`src/rtl/execute_hazard_controller.sv`:
```
// Execute-stage hazard sequencer: load-use stalls, branch flushes and memory freeze.
// Optional HAZARD_PERF_CNT_EN adds 32-bit stall/flush cycle counters.
module execute_hazard_controller #(
  parameter int REG_ADDR_WIDTH    = 5,
  parameter int LOAD_STALL_CYCLES = 2,
  parameter int FLUSH_CYCLES      = 1,
  parameter int MEM_TIMEOUT       = 255
) (
  input  logic                      clk,
  input  logic                      rst_n,
  input  logic [REG_ADDR_WIDTH-1:0] id_reg_a_addr_in,
  input  logic [REG_ADDR_WIDTH-1:0] id_reg_b_addr_in,
  input  logic                      id_reg_a_used_in,
  input  logic                      id_reg_b_used_in,
  input  logic                      ex_mem_rd_en_in,
  input  logic [REG_ADDR_WIDTH-1:0] ex_reg_wr_addr_in,
  input  logic                      select_new_pc_in,
  input  logic                      mem_access_in,
  input  logic                      mem_busy_in,
  output logic                      pc_stall_out,
  output logic                      if_id_stall_out,
  output logic                      id_ex_bubble_out,
  output logic                      id_ex_stall_out,
  output logic                      ex_mem_stall_out,
  output logic                      if_id_flush_out,
  output logic                      id_ex_flush_out,
  output logic                      mem_timeout_out,
  output logic [1:0]                state_out,
  output logic [31:0]               stall_cycles_out,
  output logic [31:0]               flush_cycles_out
);

  typedef enum logic [1:0] {
    ST_RUN        = 2'd0,
    ST_LOAD_STALL = 2'd1,
    ST_FLUSH      = 2'd2
  } state_t;

  localparam logic [2:0]  LS_RELOAD = 3'(LOAD_STALL_CYCLES - 1);
  localparam logic [2:0]  FL_RELOAD = 3'(FLUSH_CYCLES - 1);
  localparam logic [15:0] TMO_LAST  = 16'(MEM_TIMEOUT - 1);

  state_t      state_q, state_d;
  logic [2:0]  cnt_q, cnt_d;
  logic [15:0] tmo_cnt_q;
  logic        mem_timeout_q;

  logic hazard;
  logic freeze;
  logic pc_stall_c, if_id_stall_c, bubble_c, id_ex_stall_c, ex_mem_stall_c;
  logic if_id_flush_c, id_ex_flush_c;

  // Register 0 is hardwired, so a load targeting it never creates a dependency.
  function automatic logic load_use(
    input logic                      ld,
    input logic [REG_ADDR_WIDTH-1:0] ex_rd,
    input logic [REG_ADDR_WIDTH-1:0] rs_a,
    input logic                      use_a,
    input logic [REG_ADDR_WIDTH-1:0] rs_b,
    input logic                      use_b
  );
    return ld && (ex_rd != '0) &&
           ((use_a && (rs_a == ex_rd)) || (use_b && (rs_b == ex_rd)));
  endfunction

  assign hazard = load_use(ex_mem_rd_en_in, ex_reg_wr_addr_in,
                           id_reg_a_addr_in, id_reg_a_used_in,
                           id_reg_b_addr_in, id_reg_b_used_in);
  assign freeze = mem_access_in & mem_busy_in;

  always_comb begin
    state_d        = state_q;
    cnt_d          = cnt_q;
    pc_stall_c     = 1'b0;
    if_id_stall_c  = 1'b0;
    bubble_c       = 1'b0;
    id_ex_stall_c  = 1'b0;
    ex_mem_stall_c = 1'b0;
    if_id_flush_c  = 1'b0;
    id_ex_flush_c  = 1'b0;

    if (freeze) begin
      pc_stall_c     = 1'b1;
      if_id_stall_c  = 1'b1;
      id_ex_stall_c  = 1'b1;
      ex_mem_stall_c = 1'b1;
    end else begin
      case (state_q)
        ST_RUN: begin
          if (select_new_pc_in) begin
            if_id_flush_c = 1'b1;
            id_ex_flush_c = 1'b1;
            if (FLUSH_CYCLES > 1) begin
              state_d = ST_FLUSH;
              cnt_d   = FL_RELOAD;
            end
          end else if (hazard) begin
            pc_stall_c    = 1'b1;
            if_id_stall_c = 1'b1;
            bubble_c      = 1'b1;
            if (LOAD_STALL_CYCLES > 1) begin
              state_d = ST_LOAD_STALL;
              cnt_d   = LS_RELOAD;
            end
          end
        end
        ST_LOAD_STALL: begin
          if (select_new_pc_in) begin
            if_id_flush_c = 1'b1;
            id_ex_flush_c = 1'b1;
            if (FLUSH_CYCLES > 1) begin
              state_d = ST_FLUSH;
              cnt_d   = FL_RELOAD;
            end else begin
              state_d = ST_RUN;
              cnt_d   = 3'd0;
            end
          end else begin
            pc_stall_c    = 1'b1;
            if_id_stall_c = 1'b1;
            bubble_c      = 1'b1;
            cnt_d         = cnt_q - 3'd1;
            if (cnt_q == 3'd1) state_d = ST_RUN;
          end
        end
        ST_FLUSH: begin
          if_id_flush_c = 1'b1;
          id_ex_flush_c = 1'b1;
          if (select_new_pc_in) begin
            cnt_d = FL_RELOAD;
          end else begin
            cnt_d = cnt_q - 3'd1;
            if (cnt_q == 3'd1) state_d = ST_RUN;
          end
        end
        default: begin
          state_d = ST_RUN;
          cnt_d   = 3'd0;
        end
      endcase
    end
  end

  always_ff @(posedge clk) begin
    if (rst_n) begin
      state_q       <= ST_RUN;
      cnt_q         <= 3'd0;
      tmo_cnt_q     <= 16'd0;
      mem_timeout_q <= 1'b0;
    end else begin
      state_q <= state_d;
      cnt_q   <= cnt_d;
      if (freeze) begin
        if (tmo_cnt_q == TMO_LAST) begin
          mem_timeout_q <= 1'b1;
          tmo_cnt_q     <= 16'd0;
        end else begin
          tmo_cnt_q <= tmo_cnt_q + 16'd1;
        end
      end else begin
        tmo_cnt_q <= 16'd0;
      end
    end
  end

  // Reset is active-high on rst_n; outputs are held quiet while it is asserted.
  assign pc_stall_out     = ~rst_n & pc_stall_c;
  assign if_id_stall_out  = ~rst_n & if_id_stall_c;
  assign id_ex_bubble_out = ~rst_n & bubble_c;
  assign id_ex_stall_out  = ~rst_n & id_ex_stall_c;
  assign ex_mem_stall_out = ~rst_n & ex_mem_stall_c;
  assign if_id_flush_out  = ~rst_n & if_id_flush_c;
  assign id_ex_flush_out  = ~rst_n & id_ex_flush_c;
  assign mem_timeout_out  = mem_timeout_q;
  assign state_out        = state_q;

`ifdef HAZARD_PERF_CNT_EN
  logic [31:0] stall_cycles_q;
  logic [31:0] flush_cycles_q;

  always_ff @(posedge clk) begin
    if (rst_n) begin
      stall_cycles_q <= 32'd0;
      flush_cycles_q <= 32'd0;
    end else begin
      if (pc_stall_out)    stall_cycles_q <= stall_cycles_q + 32'd1;
      if (if_id_flush_out) flush_cycles_q <= flush_cycles_q + 32'd1;
    end
  end

  assign stall_cycles_out = stall_cycles_q;
  assign flush_cycles_out = flush_cycles_q;
`else
  assign stall_cycles_out = 32'd0;
  assign flush_cycles_out = 32'd0;
`endif

endmodule

```
`config.mk`:
```
export PLATFORM = sky130hd
export DESIGN_NAME = execute_hazard_controller
export DESIGN_NICKNAME = d
export VERILOG_FILES = /design/src/rtl/execute_hazard_controller.sv
export SDC_FILE = /design/constraint.sdc
export NUM_CORES = 1
export LEC_CHECK = 0
export ABC_AREA = 1
export CORE_ASPECT_RATIO = 1.2
export CORE_UTILIZATION = 40
export DETAILED_ROUTE_END_ITERATION = 8
export PLACE_DENSITY = 0.79
export SETUP_SLACK_MARGIN = 0.2
export SLEW_MARGIN = 0
export SYNTH_ARGS = -nofsm -noshare
export SYNTH_HDL_FRONTEND = slang
export SYNTH_SLANG_ARGS = --single-unit
export TNS_END_PERCENT = 100
```
`constraint.sdc`:
```
create_clock -name clk -period 2.3 [get_ports clk]
set_clock_uncertainty 0.05 [all_clocks]
set_input_delay 0.69 -clock clk [delete_from_list [all_inputs] [get_ports clk]]
set_output_delay 0.69 -clock clk [all_outputs]
set_load 0.02 [all_outputs]
```
* After elaboration in Yosys (flattened, before gate mapping)
Index checks and enable logic that the tools add are counted.
Word-level totals: bits of input ports 23, logic and storage cells 55, register bits after elaboration 22, output and inout port bits 74
Cells by class: equality and inequality tests 9, reductions and logical operators 13, bitwise operators 7, $add $sub $neg 2, muxes and demuxes 20
Operators with widths (number):
- 16-bit by 1-bit adder with 16-bit output (second input constant) | 1
- 16-bit by 8-bit == test with 1-bit output (second input constant) | 1
- 5-bit == test | 2
- 2-bit two-way mux | 5
- 3-bit two-way mux | 3
- 1-bit two-way mux | 8
- 2-bit != test (second input constant) | 3
- 2-bit case mux with 3 select lines | 1
- 3-bit case mux with 2 select lines | 1
- 1-bit AND | 5
- 5-bit nonzero test | 1
- 1-bit logical AND | 4
- 1-bit case mux with 2 select lines | 2
- 4-bit AND reduction | 1
- 2-bit OR reduction | 2
- 3-bit by 1-bit == test with 1-bit output (second input constant) | 1
- 3-bit AND reduction | 1
- 3-bit OR reduction | 1
- 3-bit by 1-bit subtractor with 3-bit output (second input constant) | 1
- 2-bit by 1-bit == test with 1-bit output (second input constant) | 1
- 2-bit == test (second input constant) | 1
- 2-bit zero test | 1
- 1-bit NOT | 2
- 2-bit AND reduction | 1
- 1-bit logical OR | 1

* Logic depth before layout (Yosys ltp)
depth in word-level cells 9, depth in mapped cells 12, mapped depth without buffers 12

* Worst setup path after synthesis
Ideal clock, no wire load.
path type input-to-output, start input id_reg_b_addr_in[1], end output pc_stall_out, buffers on the path 1, setup slack -258 ps, arrival 1818 ps, data required time 1560 ps, stages on the path 11, cell sequence inv_1 > nand2_1 > nand2_1 > nor2_1 > nand3_1 > nand2_1 > nand2_1 > o21ai_1 > inv_1 > o21ai_1 > buf_4
Between the ends: word-level cells in the longest chain between the ends 9
Ends and longest elaborated chain:
- start: declaration | RTL line 12 | input logic [REG_ADDR_WIDTH-1:0] id_reg_b_addr_in,
- 5-bit == test | RTL line 63 | ((use_a && (rs_a == ex_rd)) || (use_b && (rs_b == ex_rd)));
- 1-bit logical AND | RTL line 63
- 1-bit logical OR | RTL line 63
- 1-bit logical AND | RTL line 62 | return ld && (ex_rd != '0) &&
- 1-bit two-way mux (2 in series)
- 1-bit case mux with 2 select lines
- 1-bit two-way mux
- 1-bit AND
- end: declaration | RTL line 20 | output logic pc_stall_out,
No other way between the ends.

* Worst setup path after layout
start input ex_reg_wr_addr_in[2], end output pc_stall_out
Between the ends: word-level cells in the longest chain between the ends 9, elaborated cells on any way between the ends 13, classes of those cells 2 x eq/ne; 4 x mux; 1 x bitwise; 6 x reduce/logical
Ends and longest elaborated chain:
- start: declaration | RTL line 16 | input logic [REG_ADDR_WIDTH-1:0] ex_reg_wr_addr_in,
- 5-bit == test | RTL line 63
- 1-bit logical AND | RTL line 63
- 1-bit logical OR | RTL line 63
- 1-bit logical AND * | RTL line 62
- 1-bit two-way mux * | RTL line 97 | end else if (hazard) begin
- 1-bit two-way mux * | RTL line 90 | if (select_new_pc_in) begin
- 1-bit case mux with 2 select lines * | RTL line 88 | case (state_q)
- 1-bit two-way mux * | RTL line 82 | if (freeze) begin
- 1-bit AND * | RTL line 167 | assign pc_stall_out = ~rst_n & pc_stall_c;
Every way passes the cells marked *; elsewhere a longest branch is shown, timed or not.

==> results.txt <==
----------------------------------------------------
[GRT]
  Initial antenna violation count ... 0
  Via count of the first global-routing pass ... 1560
  Maximum number of pins on one net before global-route repair ... 14
  Total congestion overflow after global routing ... 0
  Gr usage total ... 0.148
  Wire length of the first global-routing pass ... 6180 µm

[Synth]
  Largest area contributor in the netlist ... sky130_fd_sc_hd__buf_4
  Yosys cell types ... 28
  Post-synthesis sequential element count ... 22
  Synthesis Warnings ... 0
  Post-synthesis average cell area ... 6.61 µm²
  Leading post-synthesis cells by cell area ... sky130_fd_sc_hd__buf_4, sky130_fd_sc_hd__dfxtp_1, sky130_fd_sc_hd__nand2_1
  Portion of the post-synthesis area used by sequential elements ... 0.218
  Fraction of synthesized cell area taken by the top area cell type ... 0.250
  Netlist area before placement ... ~2000 µm²
  Cells after Synth ... 305

[Outcome]
  Violations in the final reports ... setup timing
  Run status ... complete, but fails checks

[Route]
  Drt drc ... 0
  Avg Vias per Cell ... 4.18
  Routed vias ... 1727
  Count of nets left with antenna violations after detail routing ... 0
  Number of iterations in the first detailed-routing pass ... 4
  Number of DRC markers in iteration 0 ... just over 40
  Wirelength per Cell ... between 8 and 9 µm
  Overall routed net length ... 3700 µm

[Die]
  Core area ... 4730 µm²
  I/O pin count ... 97
  Width of the die ... 66.8 µm
  Die area ... 5330 µm²
  Starting utilization of the core area ... 0.426
  Row cnt ... 27
  Floorplan die height ... 79.8 µm

[Flow run]
  Reported max-cap violation count ... 0

[Timing]
  Part of the cycle the worst path needs ... 1.05
  Setup slack after layout ... -119 ps
  Number of hold violations in the final report ... 0
  Pins Over Slew Limit ... 0
  Final number of setup-violating endpoints ... 3
  Setup repair after global routing missed its margin ... true
  Minimum clock period after layout ... ~2400 ps
  Fmax ... roughly 0.41 GHz

[Placed design]
  IO Port Bufs ... 32
  Routability congestion estimate ... 0.961
  Post-placement setup slack ... -1180 ps
  Detailed placement HPWL ... between 3000 and 4000 µm

[Clock network]
  CTS tree ... built
  Clock sink count ... 22
  TritonCTS Buffers ... 3
  Clock-pin slew of the registers on the worst-case setup and hold paths ... approximately 80 ps
  Bufs on Longest Clock Path ... 2
  Clock insertion delay at the later pin of the skew report ... between 200 and 300 ps
  Total number of H-tree levels ... 1
  Clock tree root driver cell ... sky130_fd_sc_hd__clkbuf_8

[Layout]
  Area overhead of the layout relative to synthesis ... 23.2%
  Area of the multi-input gates ... ~1200 µm²
  Post-Route Utilization ... 0.525
  Net total in the final layout ... about 390
  Filler instances ... 474
  Fraction of layout cells with a size suffix above 1 ... 0.256
  Antenna cells ... 0
  Reg area ... 440 µm²

[Min path]
  Worst min path class ... flip-flop to flip-flop

[Critical path]
  Cell family with most CP delay ... simple AND/OR/NAND/NOR gates
  CP arrival ... 1680 ps
  Max incr delay on CP ... 140 ps
  WP buf/inv ... 4
  CP Launch Type ... input port
  Cell with the largest stage delay on the worst path ... sky130_fd_sc_hd__o21ai_4
  Critical path cell sequence ... buf_8 -> inv_4 -> nand2_1 -> nand2_1 -> nor2_1 -> nand3_1 -> nand2_1 -> nand2_2 -> o21ai_2 -> inv_2 -> o21ai_4 -> buf_6
  Required time at the endpoint of the critical path ... approximately 1600 ps
  Cell repeated most along the worst path ... sky130_fd_sc_hd__nand2_1
  CP Class ... input port to output port
  Critical path fanouts, max ... 4
  Crit. End Element ... output port

[Pwr]
  Pwr Density ... 408 nW/µm²
  Leakage power ... 1.27 nW
  Largest vdd supply drop ... 0.000208 V

----------------------------------------------------
final timing paths:
| kind | from | endpoint | slack, ps | cells after the start |
|---|---|---|---|---|
| max reg2reg | tmo_cnt_q[0] | tmo_cnt_q[14] | 670 | 10 |
| max | ex_reg_wr_addr_in[2] | pc_stall_out | -120 | 12 |
| min reg2reg | tmo_cnt_q[0] | tmo_cnt_q[0] | 430 | 1 |
| min | tmo_cnt_q[0] | tmo_cnt_q[0] | 430 | 1 |
sequential cells by signal, indices dropped and copies added, names as in the netlist:
register         count
cnt_q                3
state_out            2
tmo_cnt_q           16
mem_timeout_out      1
cells in the final DEF (no fill, tap or decap), types with 3 or more instances in the layout:
cell type / Yosys / routed
sky130_fd_sc_hd__a21oi_1: 6 / 6
sky130_fd_sc_hd__nand3_1: 5 / 5
sky130_fd_sc_hd__dlygate4sd2_1: 0 / 3
sky130_fd_sc_hd__o21ai_1: 4 / 3
sky130_fd_sc_hd__inv_2: 7 / 8
sky130_fd_sc_hd__nand2_4: 0 / 3
sky130_fd_sc_hd__nor2_2: 2 / 4
sky130_fd_sc_hd__inv_1: 38 / 32
sky130_fd_sc_hd__nand2_1: 70 / 62
sky130_fd_sc_hd__buf_8: 0 / 3
sky130_fd_sc_hd__nand3_2: 3 / 3
sky130_fd_sc_hd__clkbuf_8: 0 / 3
sky130_fd_sc_hd__buf_4: 67 / 19
sky130_fd_sc_hd__nand4_1: 6 / 6
sky130_fd_sc_hd__xor2_1: 3 / 3
sky130_fd_sc_hd__buf_2: 1 / 5
sky130_fd_sc_hd__buf_6: 0 / 16
sky130_fd_sc_hd__nor2_4: 4 / 4
sky130_fd_sc_hd__conb_1: 1 / 64
sky130_fd_sc_hd__nand2_2: 4 / 8
sky130_fd_sc_hd__ha_1: 8 / 8
sky130_fd_sc_hd__dfxtp_1: 22 / 22
sky130_fd_sc_hd__nor2_1: 38 / 36
report_power, final:
part           switching [mW]  total (mW)  internal, mW
Clock                   0.131       0.364         0.232
Combinational           0.174       0.263        0.0892
Sequential            0.00215       0.385         0.383
worst register-to-register path: stages (launching register included):
cell	delay, ps
sky130_fd_sc_hd__dfxtp_1	390
sky130_fd_sc_hd__ha_1	200
sky130_fd_sc_hd__inv_1	70
sky130_fd_sc_hd__nor2_4	120
sky130_fd_sc_hd__nand2_2	80
sky130_fd_sc_hd__nor2_4	110
sky130_fd_sc_hd__nand3_2	100
sky130_fd_sc_hd__nor4_2	230
sky130_fd_sc_hd__nand2_1	90
sky130_fd_sc_hd__nand2_1	60
sky130_fd_sc_hd__nor2_1	40
synth_stat cells, drive strengths merged:
cell type and count:
dfxtp 22, conb 1, a21oi 6, nand4 6, buf 68, o211a 1
xnor2 2, ha 8, nand2 74, nor3 2, nand3 8, nor3b 2
a211o 1, nor4 2, nor2 44, o21ai 7, inv 45, a211oi 3
xor2 3
cell families (layout without fill, tap and decap cells):
family                   Yosys count  in the layout  synth area share
AND/OR/NAND/NOR                  138            138             0.320
buffers and inverters            113            100             0.336
flip-flops                        22             22             0.218
AO/OA/AOI/OAI                     18             18            0.0528
adder cells (fa/ha/maj)            8              8            0.0497
XOR/XNOR                           5              5            0.0217
other                              1             64           0.00186
stage by stage:
| step | cells | hold WS [ps] | instance area [µm²] | total power, mW | setup TNS (ps) |
|---|---|---|---|---|---|
| after floorplan | 368 | 390 | 2320 | 0.641 | -68.6 |
| after global placement | 406 | 407 | 2320 | 0.635 | -6390 |
| after detailed placement | 406 | 426 | 2320 | 0.637 | -6660 |
| after CTS | 413 | 446 | 2390 | 1.00 | -569 |
| after global routing | 413 | 473 | 2480 | 1.06 | -584 |
| final | 413 | 434 | 2480 | 1.01 | -305 |
repair_timing:
item                       4_1_cts  5_1_grt
resized for setup              135       28
setup endpoints to repair       14        7
gates cloned                     0        0
pin swaps                       28       23
hold buffers                     0        0
buffers inserted                 3        0
routing by layer:
metal  vias to the layer above  part of all wire  GRT usage  wire (µm)
met5                         -                 0          0          0
met4                         0            0.0062     0.0447         23
met3                         2             0.045     0.0186        166
met2                        54              0.54      0.273       2010
met1                       768              0.40      0.172       1500
li1                        903                 -          -          -
cell type report:
type                            instances  area share
Timing Repair Buffer                   51       0.197
Inverter                               45      0.0776
Clock buffer                            3      0.0166
Multi-Input combinational cell        233       0.490
Sequential cell                        22       0.177
Tap cell                               58      0.0292
Clock inverter                          1      0.0121
(Power assumes the default switching activity.)
